--- src/rtl/pc_sequencer.sv ---
// Fetch-stage PC sequencer: owns the program counter, arbitrates branch/jump
// redirects against halt and load-use stalls, and drives IF/ID control.
module pc_sequencer #(
  parameter logic [31:0] RESET_PC  = 32'h0000_0000,
  parameter int          CNT_WIDTH = 16
) (
  input  logic                 Clk,
  input  logic                 Reset,
  input  logic                 Stall,
  input  logic                 BranchTaken,
  input  logic [31:0]          BranchTarget,
  input  logic                 Jump,
  input  logic [31:0]          JumpTarget,
  input  logic                 Halt,
  output logic [31:0]          PCResult,
  output logic [31:0]          PCAddResult,
  output logic                 IFIDWrite,
  output logic                 IFIDFlush,
  output logic                 IDEXFlush,
  output logic                 Halted,
  output logic                 AlignErr,
  output logic [CNT_WIDTH-1:0] StallCount,
  output logic [CNT_WIDTH-1:0] RedirectCount
);

  typedef enum logic [1:0] {
    ST_RUN   = 2'd0,
    ST_STALL = 2'd1,
    ST_HALT  = 2'd2
  } state_t;

  // One winner per cycle, listed in priority order.
  typedef enum logic [2:0] {
    SEL_RESET  = 3'd0,
    SEL_BRANCH = 3'd1,
    SEL_HALT   = 3'd2,
    SEL_JUMP   = 3'd3,
    SEL_STALL  = 3'd4,
    SEL_SEQ    = 3'd5
  } sel_t;

  localparam logic [CNT_WIDTH-1:0] CNT_ONE = CNT_WIDTH'(1);
  localparam logic [CNT_WIDTH-1:0] CNT_MAX = '1;

  state_t      state, state_next;
  sel_t        sel;
  logic [31:0] pc_next;
  logic [31:0] target_raw;
  logic        redirect;

  assign PCAddResult = PCResult + 32'd4;
  assign Halted      = (state == ST_HALT);
  assign redirect    = (sel == SEL_BRANCH) || (sel == SEL_JUMP);
  assign target_raw  = (sel == SEL_BRANCH) ? BranchTarget : JumpTarget;

  // Priority arbitration. While halted, Jump/Stall/Halt are ignored, so the
  // halt state folds into the Halt request below the branch.
  always_comb begin : arbitrate
    // NOTE: every combinational output gets a default first so no path can infer a latch.
    sel = SEL_SEQ;
    if (Reset)                             sel = SEL_RESET;
    else if (BranchTaken)                  sel = SEL_BRANCH;
    else if (Halt || (state == ST_HALT))   sel = SEL_HALT;
    else if (Jump)                         sel = SEL_JUMP;
    else if (Stall)                        sel = SEL_STALL;
  end

  // State register.
  always_ff @(posedge Clk) begin : state_reg
    // NOTE: sequential state uses non-blocking assignments so every register samples pre-edge values.
    if (Reset) state <= ST_RUN;
    else       state <= state_next;
  end

  // Next-state logic.
  always_comb begin : next_state
    state_next = ST_RUN;
    case (sel)
      SEL_HALT:  state_next = ST_HALT;
      SEL_STALL: state_next = ST_STALL;
      default:   state_next = ST_RUN;
    endcase
  end

  // Output and PC-select logic.
  always_comb begin : outputs
    IFIDWrite = ~(Stall | Halted | Halt);
    IFIDFlush = 1'b0;
    IDEXFlush = 1'b0;
    AlignErr  = 1'b0;
    pc_next   = PCResult;
    case (sel)
      SEL_RESET: begin
        IFIDWrite = 1'b0;
        IFIDFlush = 1'b1;
        IDEXFlush = 1'b1;
        pc_next   = RESET_PC;
      end
      SEL_BRANCH: begin
        IFIDWrite = 1'b1;
        IFIDFlush = 1'b1;
        IDEXFlush = 1'b1;
        AlignErr  = |target_raw[1:0];
        pc_next   = {target_raw[31:2], 2'b00};
      end
      SEL_JUMP: begin
        IFIDWrite = 1'b1;
        IFIDFlush = 1'b1;
        AlignErr  = |target_raw[1:0];
        pc_next   = {target_raw[31:2], 2'b00};
      end
      SEL_HALT: begin
        IFIDWrite = 1'b0;
        pc_next   = PCResult;
      end
      SEL_STALL: begin
        IFIDWrite = 1'b0;
        pc_next   = PCResult;
      end
      default: begin
        IFIDWrite = 1'b1;
        pc_next   = PCAddResult;
      end
    endcase
  end

  // PC register; wraps modulo 2^32 with no flag.
  always_ff @(posedge Clk) begin : pc_reg
    if (Reset) PCResult <= RESET_PC;
    else       PCResult <= pc_next;
  end

  // Saturating debug counters; halt cycles are not counted as stalls.
  always_ff @(posedge Clk) begin : counters
    if (Reset) begin
      StallCount    <= '0;
      RedirectCount <= '0;
    end else begin
      if ((sel == SEL_STALL) && (StallCount != CNT_MAX))
        StallCount <= StallCount + CNT_ONE;
      if (redirect && (RedirectCount != CNT_MAX))
        RedirectCount <= RedirectCount + CNT_ONE;
    end
  end

endmodule

--- config.mk ---
export PLATFORM = sky130hd
export DESIGN_NAME = pc_sequencer
export DESIGN_NICKNAME = d
export VERILOG_FILES = /design/src/rtl/pc_sequencer.sv
export SDC_FILE = /design/constraint.sdc
export NUM_CORES = 1
export LEC_CHECK = 0
export CAP_MARGIN = 20
export CORE_MARGIN = 8
export CORE_UTILIZATION = 44
export CTS_CLUSTER_DIAMETER = 40
export DETAILED_ROUTE_END_ITERATION = 7
export GPL_TIMING_DRIVEN = 0
export PLACE_DENSITY = 0.81
export SETUP_SLACK_MARGIN = 0.15
export SLEW_MARGIN = 25
export SYNTH_ARGS = -nofsm -noshare
export SYNTH_HDL_FRONTEND = slang
export SYNTH_SLANG_ARGS = --single-unit
--- constraint.sdc ---
create_clock -name Clk -period 2.35 [get_ports Clk]
set_input_delay 0.235 -clock Clk [delete_from_list [all_inputs] [get_ports Clk]]
set_output_delay 0.235 -clock Clk [all_outputs]
set_load 0.03 [all_outputs]
# == Yosys cells after proc, flatten, opt, wreduce, memory -nomap -nowiden ==
# Cells that the tools add are included.
# classes
add_sub_neg,3
eq_ne,7
muxes,12
reduce_logical,11
# ops
operator,n
32-bit case mux with 3 select lines,1
16-bit by 1-bit adder with 16-bit output (second input constant),2
32-bit by 3-bit adder with 32-bit output (second input constant),1
32-bit 2-to-1 mux,1
16-bit inequality test (second input constant),2
3-bit 2-to-1 mux,4
2-bit OR reduction,4
3-bit by 2-bit == test with 1-bit output (second input constant),2
3-bit OR reduction,2
1-bit 2-to-1 mux,5
2-bit case mux with 2 select lines,1
3-bit by 1-bit == test with 1-bit output (second input constant),1
3-bit == test (second input constant),1
3-bit logical NOT,1
2-bit == test (second input constant),1
1-bit logical AND,2
1-bit logical OR,2
# totals
register_bits,66
inputBits,70
out_inout_bits,101
wordCells,37

# == Longest topological paths before layout ==
# Gate-level depths: netlist of the first run.
# depth
depth_word,9
ltp_mapped,9
depth_no_buf,8

# == Least setup slack after synthesis of the first run ==
# OpenSTA, ideal clock, no wires.
# synth_timing
path_kind,reg-to-output
startpoint,register PCResult[3]
endpoint,output PCAddResult[20]
arrival_ns,2.482
required_ns,2.115
path_slack_ns,-0.367
stages_incl_launch_ff,7
n_path_buf,1
path_cell_list,dfxtp_1 ha_1 clkbuf_1 inv_1 nor4_1 nand2_1 xnor2_1
# synth_via
elab_chain_cells,1
# synth_lines
element,line_no,text
start: declaration,15,"output logic [31:0] PCResult,"
start signal: assignment,130,else PCResult <= pc_next;
32-bit by 3-bit adder with 32-bit output,51,assign PCAddResult = PCResult + 32'd4;
end: declaration,16,"output logic [31:0] PCAddResult,"
# Every way passes these cells.

# == Worst setup path in the final report of the first run ==
# layout_timing
startpoint,register PCResult[14]
endpoint,output PCAddResult[28]
# Same word-level chain as after synthesis.

==> run summary, run 1 <==
A synthesized cell averages 7.89 µm². The register with the most flip-flops in the layout has 30 of them. The number of synthesis warnings is 0. The launching point of the worst reg2reg path is PCResult[14]. The final worst-path cycle share is 1.01. Counting flops per register, the top entry is PCResult. The HPWL after detailed placement is 12800 µm. The I/O pin count is 171. The total chip power is 3.35 mW. The number of flip-flops and latches in the synthesized netlist came out at 64. Of all flip-flops after synthesis, the portion carrying an async set or reset was 0. Before CTS, the worst setup slack after placement is -1.23 ns. Clock-pin slew was measured on the worst setup and hold paths at 0.08 ns. The global-route congestion overflow total came out at 0.

The total number of H-tree levels is 3. At the worst endpoint, the arrival time is 2.14 ns. The later pin in the worst-skew pair is clocked with a latency of 0.36 ns. The launch point of the worst hold path is BranchTarget[4].

The length in cells of the worst reg-to-reg path is 10. The post-route core utilization is 0.798. Setup slack on the worst reg-to-reg path comes out at 0.06 ns.

The global placer's final weighted congestion came out at 0.870. The clock net in this run drives a total of 64 sinks. The cell area power density came out at 452 nW/µm². The critical path goes through buf_6 > and4_4 > nand4_1 > buf_4 > or4_4 > xnor2_4 > buf_6. The number of global-route vias before repair came out at 5541. The detailed-route vias per instance came out at 6.23.

The longest clock path from root to sink contains 2 buffers. In this run the most used layer during global routing was met2. The transition time at the pin with the least slew margin is 0.552 ns. Between clock sinks in the finished design, the worst skew comes to 0.0131 ns. The run finished, with violations left. The number of CTS-inserted buffers came out at 9. The count of flip-flops with a built-in enable after synthesis is 0.

The initial utilization of the core area, before any placement, comes to 0.455. The number of iterations in the first detailed-routing pass came out at 5. The number of antenna violations at the first check in global routing came out at 0. The kind of cell adding the most delay to the critical path is simple AND/OR/NAND/NOR gates.

The floorplan step set the die height to 114 µm. The minimum clock period came out at 2.38 ns. The required time reported for the critical path endpoint is 2.12 ns.

The max-cap violation count is 0. The core region is 9280 µm². The share of layout cells above drive strength 1 is 0.292.

The cell with the most instances on the worst path is buf_6. The total buffers and inverters traversed by the critical path came out at 3. The number of design rule violations left after detail routing is 0. The post-synthesis sequential area ratio is 0.303. The tree is rooted in a clkbuf_8. The checks that failed: setup timing. The final sum of negative setup slack came out at -0.0479 ns. The min-delay analysis places its worst path in the category input port to flip-flop. After technology mapping, the gate count stands at 536. In this run, distinct cell masters in the synthesized netlist total 64. Based on the critical path, the design can be clocked at up to 420 MHz.

In this run the worst setup path begins at PCResult[14]. The met1 usage is 0.304. The floorplan step defined a die boundary enclosing 13000 µm². Hold is met by 0.498 ns. The peak supply drop is 0.290 mV. The detail route stage leaves a number of antenna-violating nets equal to 0. The largest stage delay on the critical path is 0.46 ns. For this run, global-route usage on met2 was measured as 0.471. The total number of vias is 5693. The largest fanout on the critical path came out at 3. The width of the die came out at 114 µm. Setup repair after global routing could not meet its margin everywhere. Following the worst setup path forward leads to its endpoint at PCAddResult[28]. The average wire length per cell after detail routing is 22.2 µm. The worst setup path is of the flip-flop to output port kind. The largest registers in the layout are PCResult x30, RedirectCount x16, StallCount x16. The smallest setup slack after layout came out at -0.0283 ns.

The number of cells on the critical path is 7. In the final design database the tool counted 853 nets. Headroom to the max-slew limit came out at 0.630. On the critical path, the stage with the largest delay is an instance of or4_4. Setup violations remaining at the end of the flow were counted as 2. 0 antenna diodes ended up in the layout. The total global-route track usage came out at 0.274. The layout overhead on the synthesized area came out at 75.2%. After the first detailed-routing iteration, the DRC count stood at 549. The hold violation count in the final report is 0.

After floorplanning, the core was divided into 35 placement rows. The pin count of the biggest net entering global routing is 13. Summed over all cells, the static leakage comes to 3.04 nW. The number of max-slew violations in the final report came out at 0. The CTS tree is built. The first global-routing pass estimated 28400 µm of wire.

The cell area after technology mapping is 4230 µm². The terminus of the critical flop-to-flop path is PCResult[25]. For this run, the leading register cell type out of synthesis is dfxtp_1. The total wire length came out at 20300 µm. The worst setup path is launched from a flip-flop. The worst setup path is captured at an output port. In the global route stage, met3 resource usage came out at 0.0734. The number of port buffers came out at 166.
per-stage QoR:
stage          std cells  cell area (µm²)
2_1_floorplan        539             4410
3_3_place_gp         834             6230
6_report             914             7400
4_1_cts              893             7050
3_5_place_dp         834             6230
5_1_grt              914             7400
power breakdown:
part	switching [mW]	total, mW	internal, mW	leakage, nW
combinational	0.638	1.15	0.508	2.41
clock	0.483	0.979	0.496	0.0968
sequential	0.0802	1.22	1.14	0.534
per-layer routing:
layer / vias up / wire, µm
met3: 124 / 2080
met5: - / 0
met1: 2669 / 7390
met4: 0 / 1210
li1: 2473 / -
met2: 427 / 9610
worst register-to-register path, cell delays in order (launching register included):
cell and delay (ns):
dfxtp_2 0.34, buf_6 0.10, and4_4 0.21, nand4_1 0.18, buf_4 0.20, buf_6 0.11, buf_6 0.11, buf_6 0.11
or3_4 0.37, o21ai_0 0.34, a22oi_2 0.09
Yosys cell counts (8+ instances only):
master | number | share of area
and4_1 | 14 | 0.029
a22oi_1 | 10 | 0.018
xnor2_1 | 26 | 0.054
o21ai_0 | 24 | 0.028
xor2_1 | 21 | 0.044
nand2_1 | 32 | 0.028
nor2_1 | 47 | 0.042
clkbuf_1 | 19 | 0.017
buf_2 | 11 | 0.013
nand3_1 | 24 | 0.028
dfxtp_1 | 64 | 0.30
and3_1 | 8 | 0.012
nand2b_1 | 20 | 0.030
a2bb2oi_1 | 8 | 0.017
nor3_1 | 9 | 0.011
inv_1 | 19 | 0.017
a21oi_1 | 36 | 0.043
nand4_1 | 28 | 0.041
cell type report:
class                   instances  area, µm²
clock inverters                 6       68.8
inverters                      20       78.8
well taps                     129        161
fillers                       595       1880
clock buffers                  10        128
multi-input cells             419       3180
flip-flops and latches         64       1350
repair buffers                230       2160
plain buffers                  36        277
what timing repair did:
action	CTS	global route
setup buffers	42	21
gates cloned	1	0
resized for setup	244	77
pin swaps	26	34
hold buffers	0	0
endpoints found under the setup margin	71	49
endpoints found under the hold margin	0	0
placed cells by master, fill, tap and decap left out, types with 6 or more instances in the layout:
cell             count
inv_1               16
nor3_1               7
nor2_1              44
buf_4               64
o211ai_1             7
clkbuf_4             6
and4_1               9
buf_2                9
dfxtp_4             15
dlygate4sd2_1        6
dfxtp_1             42
nand2_1             26
o21ai_0             24
clkbuf_8            11
a2bb2oi_1            8
xnor2_1             16
a22oi_1              9
and3_1               6
clkdlybuf4s50_1    135
nand3_1             21
nor4_4              10
nand2b_1            19
xnor2_2              7
a21oi_1             35
clkbuf_1             6
buf_6               29
xor2_1              18
nand4_1             28
dfxtp_2              7
cells by family after synthesis:
logic type	Yosys count	synth area share
compound gates	137	0.219
xor+xnor	47	0.0974
fa+ha+maj	3	0.00888
buf+inv	56	0.0586
flops	64	0.303
mux	4	0.00947
other cells	1	0.000887
simple gates	224	0.303
how the worst min path moves through the flow:
stage,slack (ns),depth (start not counted),to
after floorplan,0.39,1,PCResult[3]
after global placement,0.49,1,RedirectCount[12]
after detailed placement,0.52,2,RedirectCount[5]
after CTS,0.51,3,PCResult[4]
after global routing,0.53,3,PCResult[4]
final,0.50,3,PCResult[4]
No activity file was read; power rests on OpenSTA's default activity.
==> inputs of run 2 (changes only) <==
--- a/config.mk
+++ b/config.mk
@@ -6,12 +6,13 @@
 export NUM_CORES = 1
 export LEC_CHECK = 0
 export CAP_MARGIN = 20
-export CORE_MARGIN = 8
-export CORE_UTILIZATION = 44
+export CORE_MARGIN = 2
+export CORE_UTILIZATION = 45
+export CTS_BUF_LIST = sky130_fd_sc_hd__clkbuf_8
 export CTS_CLUSTER_DIAMETER = 40
 export DETAILED_ROUTE_END_ITERATION = 7
 export GPL_TIMING_DRIVEN = 0
-export PLACE_DENSITY = 0.81
+export PLACE_DENSITY = 0.83
 export SETUP_SLACK_MARGIN = 0.15
 export SLEW_MARGIN = 25
 export SYNTH_ARGS = -nofsm -noshare
==> run 2 against run 1 <==
Combinational power hardly changed. The flow still finishes with violations (setup timing). Via count is 2.3% lower. Clock power hardly changed. Setup slack better by 0.021 ns.
==> run summary, run 2 (synthesis gave the netlist of run 1 again) <==
Setup repair after global routing could not meet its margin everywhere. The global-route congestion overflow total is 0 (unchanged). The layout net count came to 844 (-1.1%). The clock latency on the worst-skew pair was 0.35 ns (about the same). The detailed-route vias per instance is 6.27 (+0.65%). TritonCTS built the clock tree.

The DRC violation total after the first TritonRoute iteration came out at 521 (-5.1%). The worst hold path belongs to the class input port to flip-flop. The required time reported for the critical path endpoint was 2.12 ns (about the same). The flow ran to the end, but the final reports show violations. The maximum operating frequency is 424 MHz (+0.90%). The total global-route track usage is 0.325 (+0.0507).

The internal reg-to-reg setup slack came out at 0.28 ns (+0.22 ns). The number of global-route vias before repair came out at 5363 (-3.2%). The full die area is 10200 µm² (-22%).

The number of antenna diodes is 0 (unchanged). The width of the die is 101 µm (-11%). In the layout the commonest cells are clkdlybuf4s50_1, buf_4, nor2_1, dfxtp_1, a21oi_1.

The peak supply drop is 0.328 mV (+13%). The placement row count is 35 (unchanged). The buffer depth of the longest clock path came out at 2 (unchanged). The layout overhead on the synthesized area is 72.0%. The number of CTS-inserted buffers came to 9 (unchanged). The critical path start-end classification is flip-flop to output port. The CTS sink count is 64 (unchanged).

The total wire length was 18300 µm (-9.9%). The smallest hold slack is 0.465 ns (-0.0324 ns). The number of design rule violations left after detail routing came out at 0 (unchanged). The average wire length per cell after detail routing is 20.6 µm (-7.1%). The smallest setup slack after layout is -0.00695 ns (+0.0213 ns).

The pin count of the biggest net entering global routing is 11 (-2). The height of the die is 101 µm (-11%). The max-cap violation count was 0 (unchanged). The total number of vias came to 5561 (-2.3%). The number of antenna violations at the first check in global routing came out at 0 (unchanged). The transition time at the pin with the least slew margin is 0.556 ns (+0.00412 ns). The number of flip-flops under the largest register name came out at 30 (unchanged). The first-pass GRT wire length came out at 26300 µm (-7.4%). The type of element launching the critical path is a flip-flop.

The share of layout cells above drive strength 1 was 0.276 (-0.0159). The half-perimeter wire length of the detailed placement result was 11100 µm (-14%). The leakage power of the design is 2.97 nW (-2.3%).

The minimum clock period was 2.36 ns (-0.0213 ns). The largest fanout on the critical path is 7 (+4). The clock tree skew after final layout came out at 0.0103 ns (-0.00279 ns). The tree is rooted in a clkbuf_8. The worst slack at placement came to -1.13 ns (+0.0968 ns).

The placed cell count is 816 (-2.2%). The I/O pin count is 171 (unchanged). Leaving out fill and tap cells, the most frequent cell in the layout is clkdlybuf4s50_1. The number of iterations in the first detailed-routing pass is 6 (+1). The total number of H-tree levels is 3 (unchanged). The cell area power density is 461 nW/µm² (+1.9%).

The final worst-path cycle share is 1.00 (-0.00908). In the final layout, the registers with the most flip-flops are PCResult x30, RedirectCount x16, StallCount x16. The global placer's final weighted congestion came out at 0.889 (+2.1%).

The number of endpoints failing setup at the final stage is 1 (-1). The worst slew margin relative to its limit came to 0.627 (-0.00277). The core area came to 9200 µm² (-0.94%).

The effective utilization at floorplan is 0.460 (+0.00434). The number of max-slew violations in the final report came to 0 (unchanged). The number of antenna-violating nets in the routed design came to 0 (unchanged). The clock transition time at the flip-flop clock pins of the worst setup and hold paths was 0.07 ns (about the same). The final reports fail on setup timing. The non-filler instance count after layout came out at 887 (-3.0%). The worst setup path is captured at an output port. The number of port buffers came to 166 (unchanged). The hold violation count in the final report is 0 (unchanged). PCResult holds more flip-flops than any other register. The data arrival time of the critical path was 2.12 ns (-0.02 ns).
## run 2: changes by cell type in the layout (fill, tap and decap cells not counted), moves of 3 or more
| cell | change |
|---|---|
| buf_4 | -6 |
| buf_6 | -4 |
| buf_2 | -3 |
| clkbuf_4 | +3 |
## run 2: worst max-delay path: stages, from the launching register on
cell and delay (ns):
dfxtp_2 0.41, nand4_1 0.17, buf_6 0.17, nor4_4 0.17, buf_6 0.17, buf_4 0.11, and4_4 0.24, xor2_2 0.17
buf_6 0.16
## run 2: path summary, 6_finish.rpt
path | startpoint | endpoint | depth (start not counted)
hold reg to reg | RedirectCount[15] | RedirectCount[15] | 2
hold / removal | BranchTarget[4] | PCResult[4] | 3
setup / recovery | PCResult[5] | PCAddResult[19] | 8
setup reg to reg | PCResult[12] | PCResult[30] | 7
## run 2: cell type report
type / count / area, µm²
multi-input cells: 419 / 3110
inverters: 20 / 82.6
clock buffers: 11 / 151
well taps: 111 / 139
plain buffers: 36 / 298
clock inverters: 5 / 47.5
flip-flops and latches: 64 / 1350
repair buffers: 221 / 2090
fillers: 596 / 1930
## run 2: routing by layer
layer	share of wire	up-vias	GRT usage
met2	0.49	406	0.578
li1	-	2459	-
met3	0.096	102	0.0756
met4	0.052	0	0.182
met1	0.36	2594	0.353
met5	0	-	0
## run 2: report_power, final
part / switching (mW) / internal (mW) / total, mW / leakage [nW]
sequential: 0.0853 / 1.15 / 1.23 / 0.534
combinational: 0.614 / 0.502 / 1.12 / 2.33
clock: 0.466 / 0.538 / 1.00 / 0.112
total: 1.17 / 2.19 / 3.35 / 2.97
## run 2: metrics by stage
step	util	cell area (µm²)	total power, mW	setup TNS, ns
after global placement	0.676	6210	2.20	-26.21
after detailed placement	0.676	6210	2.21	-27.21
after CTS	0.754	6940	3.22	0
final	0.790	7270	3.35	-0.00695
after floorplan	-	4410	1.78	0
after global routing	0.790	7270	3.44	-0.230
## run 2: what timing repair did
action,4_1_cts,5_1_grt
setup endpoints to repair,67,57
gates cloned,1,0
hold buffers,0,0
resized for setup,230,86
buffers inserted,36,18
pin swaps,19,23
endpoints found under the hold margin,0,0
